===== src/rtl/jtcps1_arb_pkg.sv =====
// Shared types and constants for the CPS SDRAM bank arbiter.
// JTCPS1_ARB_RR_EN selects the rotating ba1..ba3 priority variant.
package jtcps1_arb_pkg;

   typedef enum logic [1:0] {
      IDLE  = 2'd0,
      ISSUE = 2'd1,
      WAIT  = 2'd2
   } arb_st_e;

   localparam logic [1:0] BA0 = 2'd0;
   localparam logic [1:0] BA1 = 2'd1;
   localparam logic [1:0] BA2 = 2'd2;
   localparam logic [1:0] BA3 = 2'd3;

   // Fixed priority, element 0 is the highest
   localparam logic [3:0][1:0] PRIO_ORDER = {BA1, BA2, BA3, BA0};

   // Next bank in the ba1->ba2->ba3->ba1 rotation (0 maps to ba1)
   function automatic logic [1:0] rr_next(input logic [1:0] b);
      return (b == BA3) ? BA1 : b + 2'd1;
   endfunction

endpackage


===== src/rtl/jtcps1_arb_pick.sv =====
// Combinational winner select for the SDRAM bank arbiter.
// JTCPS1_ARB_RR_EN adds a rotation pointer port for ba1..ba3.
module jtcps1_arb_pick
   import jtcps1_arb_pkg::*;
(
   input  logic [3:0] req_i,
   input  logic       starve_i,
`ifdef JTCPS1_ARB_RR_EN
   input  logic [1:0] rr_ptr_i,
`endif
   output logic [1:0] ba_o,
   output logic       vld_o
);

`ifdef JTCPS1_ARB_RR_EN
   logic [1:0] c1, c2, c3;
   assign c1 = rr_next(rr_ptr_i);
   assign c2 = rr_next(c1);
   assign c3 = rr_next(c2);
`endif

   always_comb begin
      ba_o  = BA0;
      vld_o = |req_i;
`ifdef JTCPS1_ARB_RR_EN
      // Lowest rank first so higher ranks overwrite
      if (req_i[c3])  ba_o = c3;
      if (req_i[c2])  ba_o = c2;
      if (req_i[c1])  ba_o = c1;
      if (req_i[BA0]) ba_o = BA0;
`else
      for (int i = 3; i >= 0; i--)
         if (req_i[PRIO_ORDER[i]]) ba_o = PRIO_ORDER[i];
`endif
      if (starve_i && req_i[BA2]) ba_o = BA2;
   end

endmodule


===== src/rtl/jtcps1_sdram_arb.sv =====
// Four-bank SDRAM request arbiter with refresh insertion, one transaction in flight.
// Define JTCPS1_ARB_RR_EN for rotating priority among ba1..ba3.
module jtcps1_sdram_arb
   import jtcps1_arb_pkg::*;
#(
   parameter int AW       = 22,
   parameter int MAX_WAIT = 64,
   parameter int RFSH_CNT = 192
) (
   input  logic          clk,
   input  logic          rst,
   input  logic          refresh_en,
   input  logic [AW-1:0] ba0_addr,
   input  logic          ba0_rd,
   input  logic          ba0_wr,
   input  logic [15:0]   ba0_din,
   input  logic [1:0]    ba0_din_m,
   input  logic [AW-1:0] ba1_addr,
   input  logic          ba1_rd,
   input  logic [AW-1:0] ba2_addr,
   input  logic          ba2_rd,
   input  logic [AW-1:0] ba3_addr,
   input  logic          ba3_rd,
   output logic          ba0_ack,
   output logic          ba1_ack,
   output logic          ba2_ack,
   output logic          ba3_ack,
   output logic          ba0_rdy,
   output logic          ba1_rdy,
   output logic          ba2_rdy,
   output logic          ba3_rdy,
   output logic          sd_req,
   output logic [1:0]    sd_ba,
   output logic [AW-1:0] sd_addr,
   output logic          sd_wr,
   output logic [15:0]   sd_din,
   output logic [1:0]    sd_din_m,
   output logic          sd_rfsh,
   input  logic          sd_gnt,
   input  logic          sd_dok
);

   localparam int WW = $clog2(MAX_WAIT + 1);
   localparam int RW = $clog2(RFSH_CNT + 1);
   localparam logic [WW-1:0] WAIT_MAX = WW'(MAX_WAIT);
   localparam logic [RW-1:0] RFSH_LD  = RW'(RFSH_CNT);

   arb_st_e       state_q;
   logic [1:0]    owner_q;
   logic          rfsh_own_q;
   logic          sd_req_q, sd_rfsh_q, sd_wr_q;
   logic [1:0]    sd_ba_q, sd_din_m_q;
   logic [AW-1:0] sd_addr_q;
   logic [15:0]   sd_din_q;
   logic [3:0]    ack_q, rdy_q;
   logic [WW-1:0] wait_q, wait_d;
   logic [RW-1:0] rc_q, rc_d;
   logic          pend_q, pend_d;

   logic [3:0]    req;
   logic [1:0]    pick_ba;
   logic          pick_vld, starve, gnt_ev, ba2_own;
   logic [AW-1:0] pick_addr;

   assign req     = {ba3_rd, ba2_rd, ba1_rd, ba0_rd | ba0_wr};
   assign starve  = (wait_q == WAIT_MAX);
   assign gnt_ev  = (state_q == ISSUE) && sd_gnt;
   assign ba2_own = (state_q != IDLE) && !rfsh_own_q && (owner_q == BA2);

`ifdef JTCPS1_ARB_RR_EN
   logic [1:0] rr_q, rr_d;

   always_comb begin
      rr_d = rr_q;
      if (gnt_ev && !rfsh_own_q && owner_q != BA0) rr_d = owner_q;
   end

   always_ff @(posedge clk) begin
      if (rst) rr_q <= BA0;
      else     rr_q <= rr_d;
   end
`endif

   jtcps1_arb_pick u_pick (
      .req_i    (req),
      .starve_i (starve),
`ifdef JTCPS1_ARB_RR_EN
      .rr_ptr_i (rr_q),
`endif
      .ba_o     (pick_ba),
      .vld_o    (pick_vld)
   );

   always_comb begin
      case (pick_ba)
         BA1:     pick_addr = ba1_addr;
         BA2:     pick_addr = ba2_addr;
         BA3:     pick_addr = ba3_addr;
         default: pick_addr = ba0_addr;
      endcase
   end

   always_comb begin
      wait_d = wait_q;
      if (gnt_ev && !rfsh_own_q && owner_q == BA2)  wait_d = '0;
      else if (ba2_rd && !ba2_own && !starve)       wait_d = wait_q + WW'(1);

      rc_d   = rc_q;
      pend_d = pend_q;
      if (gnt_ev && rfsh_own_q) pend_d = 1'b0;
      // A reload in the same cycle as a refresh grant re-arms pending
      if (refresh_en) begin
         if (rc_q == '0) begin
            rc_d   = RFSH_LD;
            pend_d = 1'b1;
         end else begin
            rc_d = rc_q - RW'(1);
         end
      end else begin
         pend_d = 1'b0;
      end
   end

   always_ff @(posedge clk) begin
      if (rst) begin
         wait_q <= '0;
         rc_q   <= RFSH_LD;
         pend_q <= 1'b0;
      end else begin
         wait_q <= wait_d;
         rc_q   <= rc_d;
         pend_q <= pend_d;
      end
   end

   always_ff @(posedge clk) begin
      if (rst) begin
         state_q    <= IDLE;
         owner_q    <= BA0;
         rfsh_own_q <= 1'b0;
         sd_req_q   <= 1'b0;
         sd_rfsh_q  <= 1'b0;
         sd_wr_q    <= 1'b0;
         sd_ba_q    <= '0;
         sd_addr_q  <= '0;
         sd_din_q   <= '0;
         sd_din_m_q <= '0;
         ack_q      <= '0;
         rdy_q      <= '0;
      end else begin
         ack_q <= '0;
         rdy_q <= '0;
         case (state_q)
            IDLE: begin
               if (pend_q && refresh_en) begin
                  sd_rfsh_q  <= 1'b1;
                  rfsh_own_q <= 1'b1;
                  state_q    <= ISSUE;
               end else if (pick_vld) begin
                  sd_req_q   <= 1'b1;
                  rfsh_own_q <= 1'b0;
                  owner_q    <= pick_ba;
                  sd_ba_q    <= pick_ba;
                  sd_addr_q  <= pick_addr;
                  sd_wr_q    <= (pick_ba == BA0) && ba0_wr;
                  sd_din_q   <= ba0_din;
                  sd_din_m_q <= ba0_din_m;
                  state_q    <= ISSUE;
               end
            end
            ISSUE: begin
               if (sd_gnt) begin
                  sd_req_q  <= 1'b0;
                  sd_rfsh_q <= 1'b0;
                  if (rfsh_own_q) begin
                     state_q <= IDLE;
                  end else begin
                     ack_q[owner_q] <= 1'b1;
                     state_q        <= WAIT;
                  end
               end
            end
            WAIT: begin
               if (sd_dok) begin
                  rdy_q[owner_q] <= 1'b1;
                  state_q        <= IDLE;
               end
            end
            default: state_q <= IDLE;
         endcase
      end
   end

   assign {ba3_ack, ba2_ack, ba1_ack, ba0_ack} = ack_q;
   assign {ba3_rdy, ba2_rdy, ba1_rdy, ba0_rdy} = rdy_q;
   assign sd_req   = sd_req_q;
   assign sd_rfsh  = sd_rfsh_q;
   assign sd_ba    = sd_ba_q;
   assign sd_addr  = sd_addr_q;
   assign sd_wr    = sd_wr_q;
   assign sd_din   = sd_din_q;
   assign sd_din_m = sd_din_m_q;

endmodule


===== config.mk =====
export PLATFORM = sky130hd
export DESIGN_NAME = jtcps1_sdram_arb
export DESIGN_NICKNAME = d
export VERILOG_FILES = /design/src/rtl/jtcps1_arb_pkg.sv /design/src/rtl/jtcps1_arb_pick.sv /design/src/rtl/jtcps1_sdram_arb.sv
export SDC_FILE = /design/constraint.sdc
export NUM_CORES = 1
export LEC_CHECK = 0
export BUFFER_PORTS_ARGS = -buffer_cell sky130_fd_sc_hd__buf_2
export CAP_MARGIN = 20
export CORE_MARGIN = 10
export CORE_UTILIZATION = 50
export CTS_CLUSTER_DIAMETER = 40
export DETAILED_ROUTE_END_ITERATION = 7
export PLACE_DENSITY = 0.85
export SLEW_MARGIN = 10
export SYNTH_ARGS = -nofsm -noshare
export SYNTH_HDL_FRONTEND = slang
export SYNTH_SLANG_ARGS = --single-unit

===== constraint.sdc =====
create_clock -name clk -period 2.31 [get_ports clk]
set_input_delay 0 -clock clk [delete_from_list [all_inputs] [get_ports clk]]
set_output_delay 0 -clock clk [all_outputs]
set_load 0.01 [all_outputs]

# --- After elaboration in Yosys (flattened, before gate mapping) ---
# Cells that the tools add are included.
op_classes:
  n_addsub: 2
  magnitude_cmp: 2
  eq_ne: 13
  n_mux: 25
  n_bitwise: 7
  reduce_logical: 32
op_table:
  columns: ["operator", "count"]
  rows:
  - ["$pmux W22 S3", 1]
  - ["$mux W2", 9]
  - ["$logic_and A1 B1 Y1", 12]
  - ["$mux W1", 10]
  - ["$ne A2 B2 Y1 const B", 5]
  - ["$reduce_and A3 Y1", 3]
  - ["$eq A2 B2 Y1 const B", 4]
  - ["$logic_not A8 Y1", 1]
  - ["$mux W8", 1]
  - ["$reduce_bool A2 Y1", 4]
  - ["$reduce_or A4 Y1", 2]
  - ["$sub A8 B1 Y8 const B", 1]
  - ["$add A7 B1 Y7 const B", 1]
  - ["$eq A7 B7 Y1 const B", 1]
  - ["$not A1 Y1", 6]
  - ["$pmux W2 S3", 1]
  - ["$eq A2 B1 Y1 const B", 2]
  - ["$logic_not A2 Y1", 2]
  - ["$pmux W1 S2", 2]
  - ["$reduce_and A4 Y1", 1]
  - ["$reduce_or A2 Y1", 2]
  - ["$logic_not A1 Y1", 3]
  - ["$lt A2 B3 Y1 const B", 1]
  - ["$ne A3 B3 Y1 const B", 1]
  - ["5 further kinds", 5]
totals:
  register_bits: 72
  in_bits: 116
  out_inout_bits: 53
  wordCells: 95

# --- Depth between registers and ports, before layout ---
logic_depth:
  ltp_word: 7
  ltp_mapped: 8
  depth_no_buf: 7

# --- Modules after synthesis ---
# From an unflattened synthesis, not the netlist that was laid out.
hier_totals:
  cells_unflattened: 365
  area_unflattened_um2: 3328.2
by_module_without_submodules:
  columns: ["mod", "n_inst", "cells_per_inst", "area_per_inst_um2", "seq_area_each_um2"]
  rows:
  - ["jtcps1_sdram_arb", 1, 357, 3290.7, 1441.4]
  - ["jtcps1_arb_pick", 1, 8, 37.5, 0.0]

# --- Worst setup path after synthesis ---
# No wires, ideal clock.
synth_path:
  path_type: "register to register"
  start: "register wait_q[0]"
  end: "register sd_addr_q[12], in the netlist sd_addr[12]"
  setup_ps: 119
  arrival_time_ps: 1432
  required_time_ps: 2191
  path_slack_ps: 758
  stages_incl_launch_ff: 9
  n_path_buf: 1
  synth_period_minus_slack_ps: 1552
  path_cell_list: "dfxtp_1 inv_1 ha_1 and2_1 nand3_1 o211ai_2 buf_6 a21oi_1 o31ai_2"
synth_between:
  elab_chain_cells: 5
  word_cells_on_any_way: 7
  cone_classes: "eq/ne (4); mux (2); reduce/logical (1)"
synth_rtl:
  columns: ["item", "line", "source"]
  rows:
  - ["start, declared", "jtcps1_sdram_arb.sv:56", "logic [WW-1:0] wait_q, wait_d;"]
  - ["start signal, assigned", "jtcps1_sdram_arb.sv:130", "wait_q <= wait_d;"]
  - ["$eq A7 B7 Y1 (*)", "jtcps1_sdram_arb.sv:66", "assign starve = (wait_q == WAIT_MAX);"]
  - ["$logic_and A1 B1 Y1 (*)", "jtcps1_arb_pick.sv:35", "if (starve_i && req_i[BA2]) ba_o = BA2;"]
  - ["$mux W2 (*)", "jtcps1_arb_pick.sv:35", null]
  - ["$eq A2 B2 Y1 / $eq A2 B1 Y1 (equally long branches)", "jtcps1_sdram_arb.sv:95", "case (pick_ba)"]
  - ["$pmux W22 S3 (*)", "jtcps1_sdram_arb.sv:95", null]
  - ["end signal, assigned", "jtcps1_sdram_arb.sv:164", "sd_addr_q <= pick_addr;"]
  - ["end, declared", "jtcps1_sdram_arb.sv:53", "logic [AW-1:0] sd_addr_q;"]
# Mark *: on every way between the ends. The rest lies on a longest branch, timed or not.
# A chain may end at the register's enable or synchronous reset.

# --- Final worst setup path ---
layout_path:
  start: "register wait_q[2]"
  end: "register sd_addr_q[17], in the netlist sd_addr[17]"
# The elaborated chain is that of the path after synthesis.

==> reports/qor.txt <==
Die height = 105.1 um
Post-Syn Area per Cell = 8.289 um2
Max Slew Vio Count = 0
Yosys top cell area share = 0.3979
TritonRoute pass-1 iters = 5
Clk_lat worst skew = 350 ps
R2R Path End = sd_addr[17]
Final Net Count = 754
Drt wl/cell = 18.99 um
Setup violations, final = 0
CORE AREA = 6907 um2
Fmax = 455.0 MHz
Final min period = 2198 ps
Root Driver = clkbuf_8
Syn nets = 557
Final wirelength = 13940 um
CP Launch Point = wait_q[2]
Final setup margin = 112.3 ps
CP Capture Type = flip-flop
Syn Inst Count = 437
Hold path depth = 3
Critical Path AT = 2400 ps
Clock power frac = 0.341
CTS Hold Bufs = 45
Die width = 105.1 um
GR Overflow Total = 0
GPL Wtd Cong = 0.8213
Die area = 11050 um2
DRC = 0
Worst-margin pin slew = 930.4 ps
Synth Flop Type = dfxtp_1
Synth Register Bits = 72
Sum of negative setup slack = 0 ps
Net Sw Power = 940.6 uW
IO buf count = 168
HP Class = in2reg
Core Rows = 30
Most frequent cells in the layout = buf_2 (168), dfxtp_1 (72), nor2_1 (61)
Cell variety after synth = 53
Crit-path max FO = 22
Final Hold Viols = 0
Reg power frac = 0.436
Hold EP = sd_addr[2]
MaxCap Viol Count = 0
Layout Skew = 7.868 ps
Main area contributors after synthesis = dfxtp_1 (40%), a21oi_1 (8.2%), nor2_1 (6.3%)
Static leakage = 0.002314 uW
Slowest Stage Delay on Critical Path = 820 ps
Unrepaired setup endpoints after global routing = no
Switching share of power = 0.2894
Via density = 5.762
Headroom to the max-slew limit = 0.3797
CTS tree = yes
R2R cell count = 5
Gr usage total = 0.2424
Post-CTS sizing = 0
H-tree lvl count = 3
Clk buf depth = 2
Via count = 4229
Post-synth EDFFs = 0
Internal power = 2310 uW
Clock-pin slew on the worst setup and hold paths = 80 ps
Global-route wire length before repair = 22270 um
Crit Path Category = reg2reg
CP Buf/Inv Count = 0
Area delta synth->final = 41.55%
Synth warn = 0
CTS buffer count = 9
Comb pwr share = 0.223
Final ANT Viol Nets = 0
Tcrit/Tclk final = 0.9514
First DRT Iteration DRCs = 362
Largest area contributor in the netlist = dfxtp_1
Initial Util = 0.5245
Worst reg-to-reg setup slack = 110 ps
Seq/Total Area, Yosys = 0.3979
Number of global-route vias before repair = 4380
IO Count = 169
Commonest non-fill, non-tap cell in the layout = buf_2
Hold_ws = 19.40 ps
Reg-to-Reg Start = wait_q[2]
Netlist area before placement = 3622 um2
Slowest CP cell = and3_1
CP cell instances = nor4_2, and3_1, a21oi_1, a21oi_1, o31ai_2
Most common cell on crit path = a21oi_1
Layout cells sized above 1 = 0.3323
Power Dens Cells = 634.0 nW/um2
# diodes = 0
Dpl ws = 304.8 ps
Initial antenna violation count = 0
Max IR drop VDD = 0.0002989 V
CTS Sinks = 72
Largest net degree at the start of global routing = 43
Hold_sp = ba2_addr[2]
Req. time, crit path = 2520 ps
Status = finished, final reports clean
Post-CTS Setup Bufs = 0
Post-synth ARST share = 0
Hpwl dp = 9054 um
Crit path max-delay family = simple AND/OR/NAND/NOR gates
Setup crit start kind = flip-flop
worst max-delay path by stage:
| stage | to | slack [ps] | cells after the start |
|---|---|---|---|
| after detailed placement | sd_addr[2] | 300 | 5 |
| after CTS | sd_addr[16] | 270 | 5 |
| final | sd_addr[17] | 110 | 5 |
| after global placement | sd_addr[2] | 400 | 5 |
| after floorplan | sd_addr[12] | 760 | 8 |
| after global routing | sd_addr[21] | 40 | 5 |
worst register-to-register path, cell delays in order, from the launching register on:
cell	delay, ps
dfxtp_1	390
nor4_2	360
and3_1	820
a21oi_1	150
a21oi_1	240
o31ai_2	100
cell usage after synthesis, types with 5 or more instances:
master,count
xor2_1,9
o22ai_1,10
buf_6,5
inv_1,6
o21ai_0,13
o31ai_1,12
nand3b_1,23
nand2_1,48
dfxtp_1,72
nand2b_1,7
a21oi_1,59
clkbuf_1,11
a2bb2oi_1,20
nor2_1,61
o31ai_2,10
buf_2,12
per-layer routing:
metal	track usage	wire length (um)	vias to the layer above
met1	0.2746	5434	1937
li1	-	-	1941
met4	0.1333	712	0
met5	0	0	-
met3	0.06634	1066	63
met2	0.4039	6725	288
logic make-up after synthesis:
| kind of cell | count (synthesis) | synth area share |
|---|---|---|
| mux | 1 | 0.002763 |
| compound gates | 136 | 0.2570 |
| flops | 72 | 0.3979 |
| fa+ha+maj | 4 | 0.01382 |
| buf+inv | 38 | 0.05492 |
| xor+xnor | 13 | 0.03143 |
| simple gates | 173 | 0.2421 |
layout make-up:
cell class              count  area, um2
clock inverters             5      81.33
repair buffers            217       1334
well taps                  96      120.1
multi-input cells         327       1987
flip-flops and latches     72       1441
fillers                   491       1779
clock buffers              10      137.6
inverters                   7      26.28
power groups by stage:
| stage | combinational [uW] | clock, uW | sequential [uW] |
|---|---|---|---|
| 2_1_floorplan | 357 | 0 | 1470 |
| 4_1_cts | 704 | 1120 | 1410 |
| 3_5_place_dp | 641 | 0 | 1440 |
| 6_report | 726 | 1110 | 1420 |
| 3_3_place_gp | 622 | 0 | 1430 |
| 5_1_grt | 789 | 1170 | 1430 |
per-stage QoR:
| stage | util | area [um2] | power, uW | instances |
|---|---|---|---|---|
| global placement | 0.6455 | 4458 | 2054 | 674 |
| global route | 0.7424 | 5127 | 3385 | 734 |
| CTS | 0.7424 | 5127 | 3236 | 734 |
| finish | 0.7424 | 5127 | 3251 | 734 |
| floorplan | - | 3622 | 1822 | 437 |
| detailed placement | 0.6455 | 4458 | 2079 | 674 |
sequential cells by signal, indices dropped and copies added, names as in the netlist:
register    cells
sd_addr        22
sd_din         16
rc_q            8
wait_q          7
ack_q           4
rdy_q           4
sd_ba           2
sd_din_m        2
state_q         2
pend_q          1
rfsh_own_q      1
sd_req          1
sd_rfsh         1
sd_wr           1
(Power assumes the default switching activity.)
